<file path="src/rtl/dmem_arbiter.sv">
// Two-port data-memory arbiter: round-robin grant between the core LSU (port 0)
// and a DMA/debug requester (port 1). It decodes RISC-V load/store funct3 into
// byte-lane write enables, or into sign/zero-extended load results. Misaligned
// or illegal requests complete immediately with an error response and never
// touch memory.
module dmem_arbiter #(
  parameter int DM_ADDRESS = 9,
  parameter int DATA_W     = 32
) (
  input  logic                  clk,
  input  logic                  rst_n,
  // port 0 : core LSU
  input  logic                  req_0,
  input  logic                  we_0,
  input  logic [DM_ADDRESS-1:0] addr_0,
  input  logic [DATA_W-1:0]     wdata_0,
  input  logic [2:0]            funct3_0,
  output logic                  gnt_0,
  output logic                  resp_valid_0,
  output logic                  resp_err_0,
  output logic [DATA_W-1:0]     rdata_0,
  // port 1 : DMA / debug
  input  logic                  req_1,
  input  logic                  we_1,
  input  logic [DM_ADDRESS-1:0] addr_1,
  input  logic [DATA_W-1:0]     wdata_1,
  input  logic [2:0]            funct3_1,
  output logic                  gnt_1,
  output logic                  resp_valid_1,
  output logic                  resp_err_1,
  output logic [DATA_W-1:0]     rdata_1,
  // memory side
  output logic [31:0]           mem_raddr,
  output logic [31:0]           mem_waddr,
  output logic [31:0]           mem_wdata,
  output logic [3:0]            mem_wr,
  input  logic [31:0]           mem_rdata
);

  localparam int WW = (DATA_W < 32) ? DATA_W : 32;

  typedef enum logic [1:0] {IDLE, ACCESS, RDATA} state_t;

  // Illegal funct3, a store with an unsigned-load encoding, or misalignment.
  function automatic logic req_error(input logic we, input logic [2:0] f3, input logic [1:0] a);
    logic err;
    err = 1'b0;
    case (f3)
      3'b000:         err = 1'b0;
      3'b001:         err = a[0];
      3'b010:         err = (a != 2'b00);
      3'b100, 3'b101: err = we;
      default:        err = 1'b1;
    endcase
    return err;
  endfunction

  // Byte-lane write enables for SB/SH/SW.
  function automatic logic [3:0] store_mask(input logic [2:0] f3, input logic [1:0] a);
    logic [3:0] m;
    m = 4'b0000;
    case (f3)
      3'b000:  m = 4'b0001 << a;
      3'b001:  m = 4'b0011 << {a[1], 1'b0};
      3'b010:  m = 4'b1111;
      default: m = 4'b0000;
    endcase
    return m;
  endfunction

  // Replicate store data across every lane so the enables alone select bytes.
  function automatic logic [31:0] store_lanes(input logic [2:0] f3, input logic [31:0] w);
    logic [31:0] d;
    d = 32'h0000_0000;
    case (f3)
      3'b000:  d = {4{w[7:0]}};
      3'b001:  d = {2{w[15:0]}};
      3'b010:  d = w;
      default: d = 32'h0000_0000;
    endcase
    return d;
  endfunction

  // Align the addressed byte to bit 0, then sign- or zero-extend.
  function automatic logic [31:0] load_extract(input logic [2:0] f3, input logic [1:0] a,
                                               input logic [31:0] d);
    logic [31:0] s;
    logic [31:0] r;
    s = d >> {a, 3'b000};
    r = 32'h0000_0000;
    case (f3)
      3'b000:  r = {{24{s[7]}}, s[7:0]};
      3'b001:  r = {{16{s[15]}}, s[15:0]};
      3'b010:  r = s;
      3'b100:  r = {24'h00_0000, s[7:0]};
      3'b101:  r = {16'h0000, s[15:0]};
      default: r = 32'h0000_0000;
    endcase
    return r;
  endfunction

  state_t                state_r;
  logic                  last_r;
  logic                  port_r;
  logic                  we_r;
  logic [DM_ADDRESS-1:0] addr_r;
  logic [2:0]            funct3_r;
  logic [1:0]            resp_valid_r;
  logic [1:0]            resp_err_r;
  logic [1:0][DATA_W-1:0] rdata_r;
  logic [31:0]           mem_raddr_r;
  logic [31:0]           mem_waddr_r;
  logic [31:0]           mem_wdata_r;
  logic [3:0]            mem_wr_r;

  logic                  sel_s;
  logic [1:0]            gnt_s;
  logic                  accept_s;
  logic                  acc_we_s;
  logic [DM_ADDRESS-1:0] acc_addr_s;
  logic [DM_ADDRESS-1:0] acc_waddr_s;
  logic [31:0]           acc_wdata_s;
  logic [2:0]            acc_funct3_s;
  logic                  acc_err_s;

  // Round-robin selection; grants are only offered while idle.
  always_comb begin
    sel_s = 1'b0;
    gnt_s = 2'b00;
    if (req_0 && req_1) begin
      sel_s = ~last_r;
    end else if (req_1) begin
      sel_s = 1'b1;
    end else begin
      sel_s = 1'b0;
    end
    if (state_r == IDLE) begin
      gnt_s[0] = req_0 & ~sel_s;
      gnt_s[1] = req_1 & sel_s;
    end else begin
      gnt_s = 2'b00;
    end
  end

  // Mux the selected requester's fields and classify them.
  always_comb begin
    acc_we_s     = 1'b0;
    acc_addr_s   = '0;
    acc_wdata_s  = 32'h0000_0000;
    acc_funct3_s = 3'b000;
    if (sel_s) begin
      acc_we_s     = we_1;
      acc_addr_s   = addr_1;
      acc_wdata_s  = 32'(wdata_1[WW-1:0]);
      acc_funct3_s = funct3_1;
    end else begin
      acc_we_s     = we_0;
      acc_addr_s   = addr_0;
      acc_wdata_s  = 32'(wdata_0[WW-1:0]);
      acc_funct3_s = funct3_0;
    end
    acc_waddr_s = {acc_addr_s[DM_ADDRESS-1:2], 2'b00};
    acc_err_s   = req_error(acc_we_s, acc_funct3_s, acc_addr_s[1:0]);
  end

  assign accept_s     = |gnt_s;
  assign gnt_0        = gnt_s[0];
  assign gnt_1        = gnt_s[1];
  assign resp_valid_0 = resp_valid_r[0];
  assign resp_valid_1 = resp_valid_r[1];
  assign resp_err_0   = resp_err_r[0];
  assign resp_err_1   = resp_err_r[1];
  assign rdata_0      = rdata_r[0];
  assign rdata_1      = rdata_r[1];
  assign mem_raddr    = mem_raddr_r;
  assign mem_waddr    = mem_waddr_r;
  assign mem_wdata    = mem_wdata_r;
  // A write already set up when reset arrives must not reach memory.
  assign mem_wr       = mem_wr_r & {4{rst_n}};

  // Access FSM: capture on grant, drive memory, then emit a one-cycle response.
  always_ff @(posedge clk) begin
    if (!rst_n) begin
      state_r      <= IDLE;
      last_r       <= 1'b1;
      port_r       <= 1'b0;
      we_r         <= 1'b0;
      addr_r       <= '0;
      funct3_r     <= 3'b000;
      resp_valid_r <= 2'b00;
      resp_err_r   <= 2'b00;
      rdata_r      <= '0;
      mem_raddr_r  <= 32'h0000_0000;
      mem_waddr_r  <= 32'h0000_0000;
      mem_wdata_r  <= 32'h0000_0000;
      mem_wr_r     <= 4'b0000;
    end else begin
      resp_valid_r <= 2'b00;
      resp_err_r   <= 2'b00;
      case (state_r)
        IDLE: begin
          if (accept_s) begin
            last_r   <= sel_s;
            port_r   <= sel_s;
            we_r     <= acc_we_s;
            addr_r   <= acc_addr_s;
            funct3_r <= acc_funct3_s;
            if (acc_err_s) begin
              resp_valid_r[sel_s] <= 1'b1;
              resp_err_r[sel_s]   <= 1'b1;
              rdata_r[sel_s]      <= '0;
            end else begin
              state_r     <= ACCESS;
              mem_raddr_r <= 32'(acc_addr_s);
              mem_waddr_r <= 32'(acc_waddr_s);
              mem_wr_r    <= acc_we_s ? store_mask(acc_funct3_s, acc_addr_s[1:0]) : 4'b0000;
              mem_wdata_r <= acc_we_s ? store_lanes(acc_funct3_s, acc_wdata_s) : 32'h0000_0000;
            end
          end
        end
        ACCESS: begin
          mem_wr_r    <= 4'b0000;
          mem_wdata_r <= 32'h0000_0000;
          if (we_r) begin
            state_r              <= IDLE;
            mem_raddr_r          <= 32'h0000_0000;
            mem_waddr_r          <= 32'h0000_0000;
            resp_valid_r[port_r] <= 1'b1;
            rdata_r[port_r]      <= '0;
          end else begin
            state_r <= RDATA;
          end
        end
        RDATA: begin
          state_r              <= IDLE;
          mem_raddr_r          <= 32'h0000_0000;
          mem_waddr_r          <= 32'h0000_0000;
          resp_valid_r[port_r] <= 1'b1;
          rdata_r[port_r]      <= DATA_W'(load_extract(funct3_r, addr_r[1:0], mem_rdata));
        end
        default: begin
          state_r     <= IDLE;
          mem_raddr_r <= 32'h0000_0000;
          mem_waddr_r <= 32'h0000_0000;
          mem_wdata_r <= 32'h0000_0000;
          mem_wr_r    <= 4'b0000;
        end
      endcase
    end
  end

endmodule

</file>
<file path="config.mk">
export PLATFORM = sky130hd
export DESIGN_NAME = dmem_arbiter
export DESIGN_NICKNAME = d
export VERILOG_FILES = /design/src/rtl/dmem_arbiter.sv
export SDC_FILE = /design/constraint.sdc
export NUM_CORES = 1
export LEC_CHECK = 0
export ABC_CLOCK_PERIOD_IN_PS = 4800
export CORE_UTILIZATION = 47
export CTS_BUF_LIST = sky130_fd_sc_hd__clkbuf_8
export DETAILED_ROUTE_END_ITERATION = 10
export PLACE_DENSITY = 0.85
export SYNTH_ARGS = -nofsm -noshare
export SYNTH_HDL_FRONTEND = slang
export SYNTH_SLANG_ARGS = --single-unit
</file>
<file path="constraint.sdc">
create_clock -name clk -period 4.8 [get_ports clk]
set_clock_uncertainty 0.15 [all_clocks]
set_input_delay 0.96 -clock clk [delete_from_list [all_inputs] [get_ports clk]]
set_output_delay 0.96 -clock clk [all_outputs]
set_load 0.1 [all_outputs]
</file>
==> After elaboration in Yosys (flattened, before gate mapping) <==
Index checks and enable logic that the tools add are counted.
{ "op_classes": {"magnitude_cmp": 4, "eq_ne": 14, "n_shift": 3, "n_mux": 49, "bitwise": 10, "n_reduce_logical": 16} }
{ "op_table": {"columns": ["op", "count"], "rows": [
  ["$mux W32", 13],
  ["$mux W64", 3],
  ["$pmux W32 S2", 3],
  ["$pmux W64 S3", 1],
  ["$pmux W32 S5", 1],
  ["$and A64 B64 Y64", 2],
  ["$not A64 Y64", 2],
  ["$pmux W32 S3", 1],
  ["$bwmux W64", 1],
  ["$demux W32 S1", 2],
  ["$shr A32 B5 Y32", 1],
  ["$mux W2", 7],
  ["$eq A3 B3 Y1 const B", 4],
  ["$mux W4", 3],
  ["$pmux W4 S3", 1],
  ["$mux W9", 1],
  ["$ne A2 B2 Y1 const B", 4],
  ["$pmux W4 S2", 1],
  ["$eq A3 B1 Y1 const B", 2],
  ["$eq A3 B2 Y1 const B", 2],
  ["$logic_not A3 Y1", 2],
  ["$pmux W2 S3", 1],
  ["$reduce_and A2 Y1", 3],
  ["$reduce_and A3 Y1", 2],
  ["other kinds (20)", 33]
]} }
{ "totals": {"ff_bits": 178, "in_bits": 126, "out_inout_bits": 170, "elab_cells": 110} }

==> Longest topological paths before layout <==
{ "depth": {"ltp_word": 11, "depth_mapped": 8, "mapped_depth_nobuf": 5} }

==> Worst setup path after synthesis <==
Ideal clock, no wire load.
{ "synth_path": {"path_type": "input-to-output", "from": "in req_1", "to": "out gnt_1", "arrival_ns": 3.549, "t_required_ns": 3.690, "slack_ns": 0.141, "cell_stages": 3, "n_path_buf": 1, "path_cell_list": "a21bo_2 > buf_2 > nor3_1"} }
{ "synth_via": {"elab_chain_len": 4, "word_cells_on_any_way": 5, "cone_classes": "mux: 3; bitwise: 1; reduce/logical: 1"} }
{ "synth_lines": {"columns": ["item", "line", "source"], "rows": [
  ["from (decl)", "23", "input logic req_1,"],
  ["$mux W1 or $logic_and A1 B1 Y1 (tied branches)", "132, 130", null],
  ["$mux W1", "130", "if (req_0 && req_1) begin"],
  ["$and A1 B1 Y1 (*)", "139", "gnt_s[1] = req_1 & sel_s;"],
  ["$mux W2 (*)", "137", "if (state_r == IDLE) begin"],
  ["to (decl)", "28", "output logic gnt_1,"]
]} }
Every way passes the cells marked *; elsewhere a longest branch is shown, timed or not.

==> Worst setup path in the final report <==
Same ends and word-level chain as after synthesis.

==> results by group <==
Synthesis
  – Cell with the most instances after synthesis: dfxtp_1
  – Post-synthesis register bit count: roughly 120
  – Dominant cells by area after synthesis: dfxtp_1 (37%), mux2i_1 (9.1%), o2bb2ai_1 (7.5%)
  – Syn. warnings: 0
  – Main flop type after synthesis: dfxtp_1
  – Xor/xnor share of the synthesized area: 0.00266
  – Post-synth EDFFs: 0
  – Post-Synth Adder-Cell Area: 0
  – Avg Cell Area, Syn: approximately 9 um^2
  – Simple-gate share of the synthesized area: 0.127
  – Largest family of logic cells by synthesized area: compound AO/OA/AOI/OAI gates
  – Post-Syn Area: 0.00658 mm^2
  – Post-synthesis compound-gate area fraction: 0.252
  – Synth cell count leaders: dfxtp_1 (123), nand2_1 (77), mux2i_1 (60)
  – Synth Instances: just over 700
  – Synth cell types: 58
  – Seq/Total Area, Yosys: 0.374
  – Post-synth ARST share: 0
  – Top cell type's share of synthesized area: 0.374
  – Area leader, netlist: dfxtp_1
  – Mux cell area share after synthesis: 0.137

Critical path
  – Worst EP arrival: 2660 ps
  – Slowest-stage cell, CP: clkdlybuf4s50_1
  – Startpoint Class: input pin
  – Critical path type: input pin to output port
  – CP Capture Type: output port
  – Worst path max stage delay: ~540 ps
  – Worst Path Max Fanout: 11
  – Critical path required time: approximately 3700 ps
  – Cells along the critical path: clkdlybuf4s50_1 > a21bo_2 > nor3_1 > buf_12

Floorplanning
  – Starting density of the core: 0.489
  – Row count: 42
  – Die span in x: 120 um
  – # IOs: a little under 300
  – Die height: around 120 um
  – Full die area: 0.0145 mm^2
  – Core area: roughly 0.013 mm^2

Detailed routing
  – DRC Markers: 0
  – DRT iter0 DRCs: 556
  – First drt pass iteration count: 5
  – Antenna-violating nets left: 0
  – WL met3: 1770 um
  – Mean number of vias per cell: roughly 5.7
  – DR WL/cell: around 19 um
  – Routed via count: approximately 6400
  – Top Layer Used: met4
  – Final wirelength: ~21000 um
  – Met2 wire len: just over 10000 um
  – Metal-1 WL: 8430 um

Cells and area
  – FILL cells: around 1000
  – Synth-to-layout area growth: 43.5%
  – Nets: between 1000 and 1500
  – Antenna Cells: 0
  – Layout cells sized above 1: 0.0999
  – Core Util, Final: 0.702
  – Post-Layout Inst Area: 0.00944 mm^2

Timing
  – PnR worst setup slack: about 1000 ps
  – Fin. Hold Viols: 0
  – Final worst-path cycle share: 0.785
  – Post-route minimum period: between 3000 and 4000 ps
  – WHS: approximately 310 ps
  – Setup violators final: 0
  – TNS Setup: 0 ps
  – RSZ-0062 raised after global routing: false
  – Max-slew violations: 0
  – Slew margin rel.: 0.247
  – Slew at the pin closest to its max-slew limit: approximately 1100 ps
  – Fmax: around 270 MHz

Global routing
  – Gr usage total: 0.295
  – Initial antenna violation count: 0
  – First-pass GRT wire length: approximately 33000 um
  – Largest net degree at the start of global routing: 35
  – Number of global-route vias before repair: 6224
  – Total grt overflow: 0

Place
  – Detail Placement HPWL: about 16000 um
  – Post-Place Setup Slack: slightly below 900 ps
  – Placed Area: roughly 0.009 mm^2
  – RD Place Congestion: around 0.9
  – PortBufs: around 250

Clocking
  – Clk slew on worst S/H paths: around 70 ps
  – CTS tree: built
  – Num CTS Buffers: 17
  – Worst-case clock buffer depth: 2
  – Number of H-tree levels: 4
  – Clk root buf: clkbuf_8
  – Post-CTS sizing: 0
  – Skew-Pair Late Insertion Delay: about 440 ps
  – Post-CTS setup buffer count: 0
  – Clock sink count: around 120
  – Cts hold-fix bufs: 0

Job
  – Max cap viols: 0

Power
  – Leak: between 0.003 and 0.004 uW
  – Peak VDD IR: ~0.00021 V
  – PwrDens: approximately 330 mW/mm^2

Run status
  – Outcome: finished clean

Hold path
  – Hold WC Path Type: flop to flop
[critical path, delay by kind of cell]
family          cells  cell delay, ps
simple gates        1             540
compound gates      1             350
buf+inv             2             800
[worst paths after layout]
path / cells after the start / start / slack [ps] / end
max reg2reg: 5 / addr_r[1] / 1780 / rdata_1[21]
min: 1 / rdata_1[7] / 310 / rdata_1[7]
min reg2reg: 1 / rdata_1[7] / 310 / rdata_1[7]
max: 4 / req_1 / 1030 / gnt_1
[metal layers]
metal  vias up  GRT usage
li1       2990          -
met1      2973      0.353
met2       375      0.480
met3        68     0.0792
met4         0      0.160
met5         -          0
[registers in the layout, indices dropped and copies added, names as in the netlist, 2 cells and up]
register      count
addr_r            2
funct3_r          3
mem_raddr         8
mem_wdata        32
mem_wr_r          4
rdata_0          32
rdata_1          32
resp_err_r        2
resp_valid_r      2
state_r           2
[through the flow]
step           instances  total power [uW]
2_1_floorplan        764              1820
3_3_place_gp        1096              2030
3_5_place_dp        1096              2040
4_1_cts             1127              3150
5_1_grt             1127              3250
6_report            1127              3150
[cells in the final DEF, fill, tap and decap left out, types with 22 or more instances in the layout]
master and n:
a21oi_1 29, a22o_1 22, mux2i_1 60, dfxtp_1 123, nand2_1 77, o21ai_0 30, mux2_2 25, o2bb2ai_1 56
clkdlybuf4s50_1 241, conb_1 48, nor2_1 28
[area by class of cell]
type	instances	area [um^2]	area share
Tap cell	176	220	0.0233
Sequential cell	123	2460	0.261
Clock buffer	19	262	0.0277
Clock inverter	12	219	0.0232
Timing Repair Buffer	263	2640	0.280
Multi-Input combinational cell	527	3610	0.383
Inverter	7	26.3	0.00278
[report_power, final]
group          internal, uW  switching, uW
Clock                   693            422
Combinational           288            662
Sequential             1050           32.2
Total                  2030           1120
[cell families after synthesis]
group	count (synthesis)
other cells	1
mux	86
compound gates	217
buf+inv	114
flops	123
xor+xnor	2
simple gates	174
Note: power is estimated with default switching activity, not from simulation.
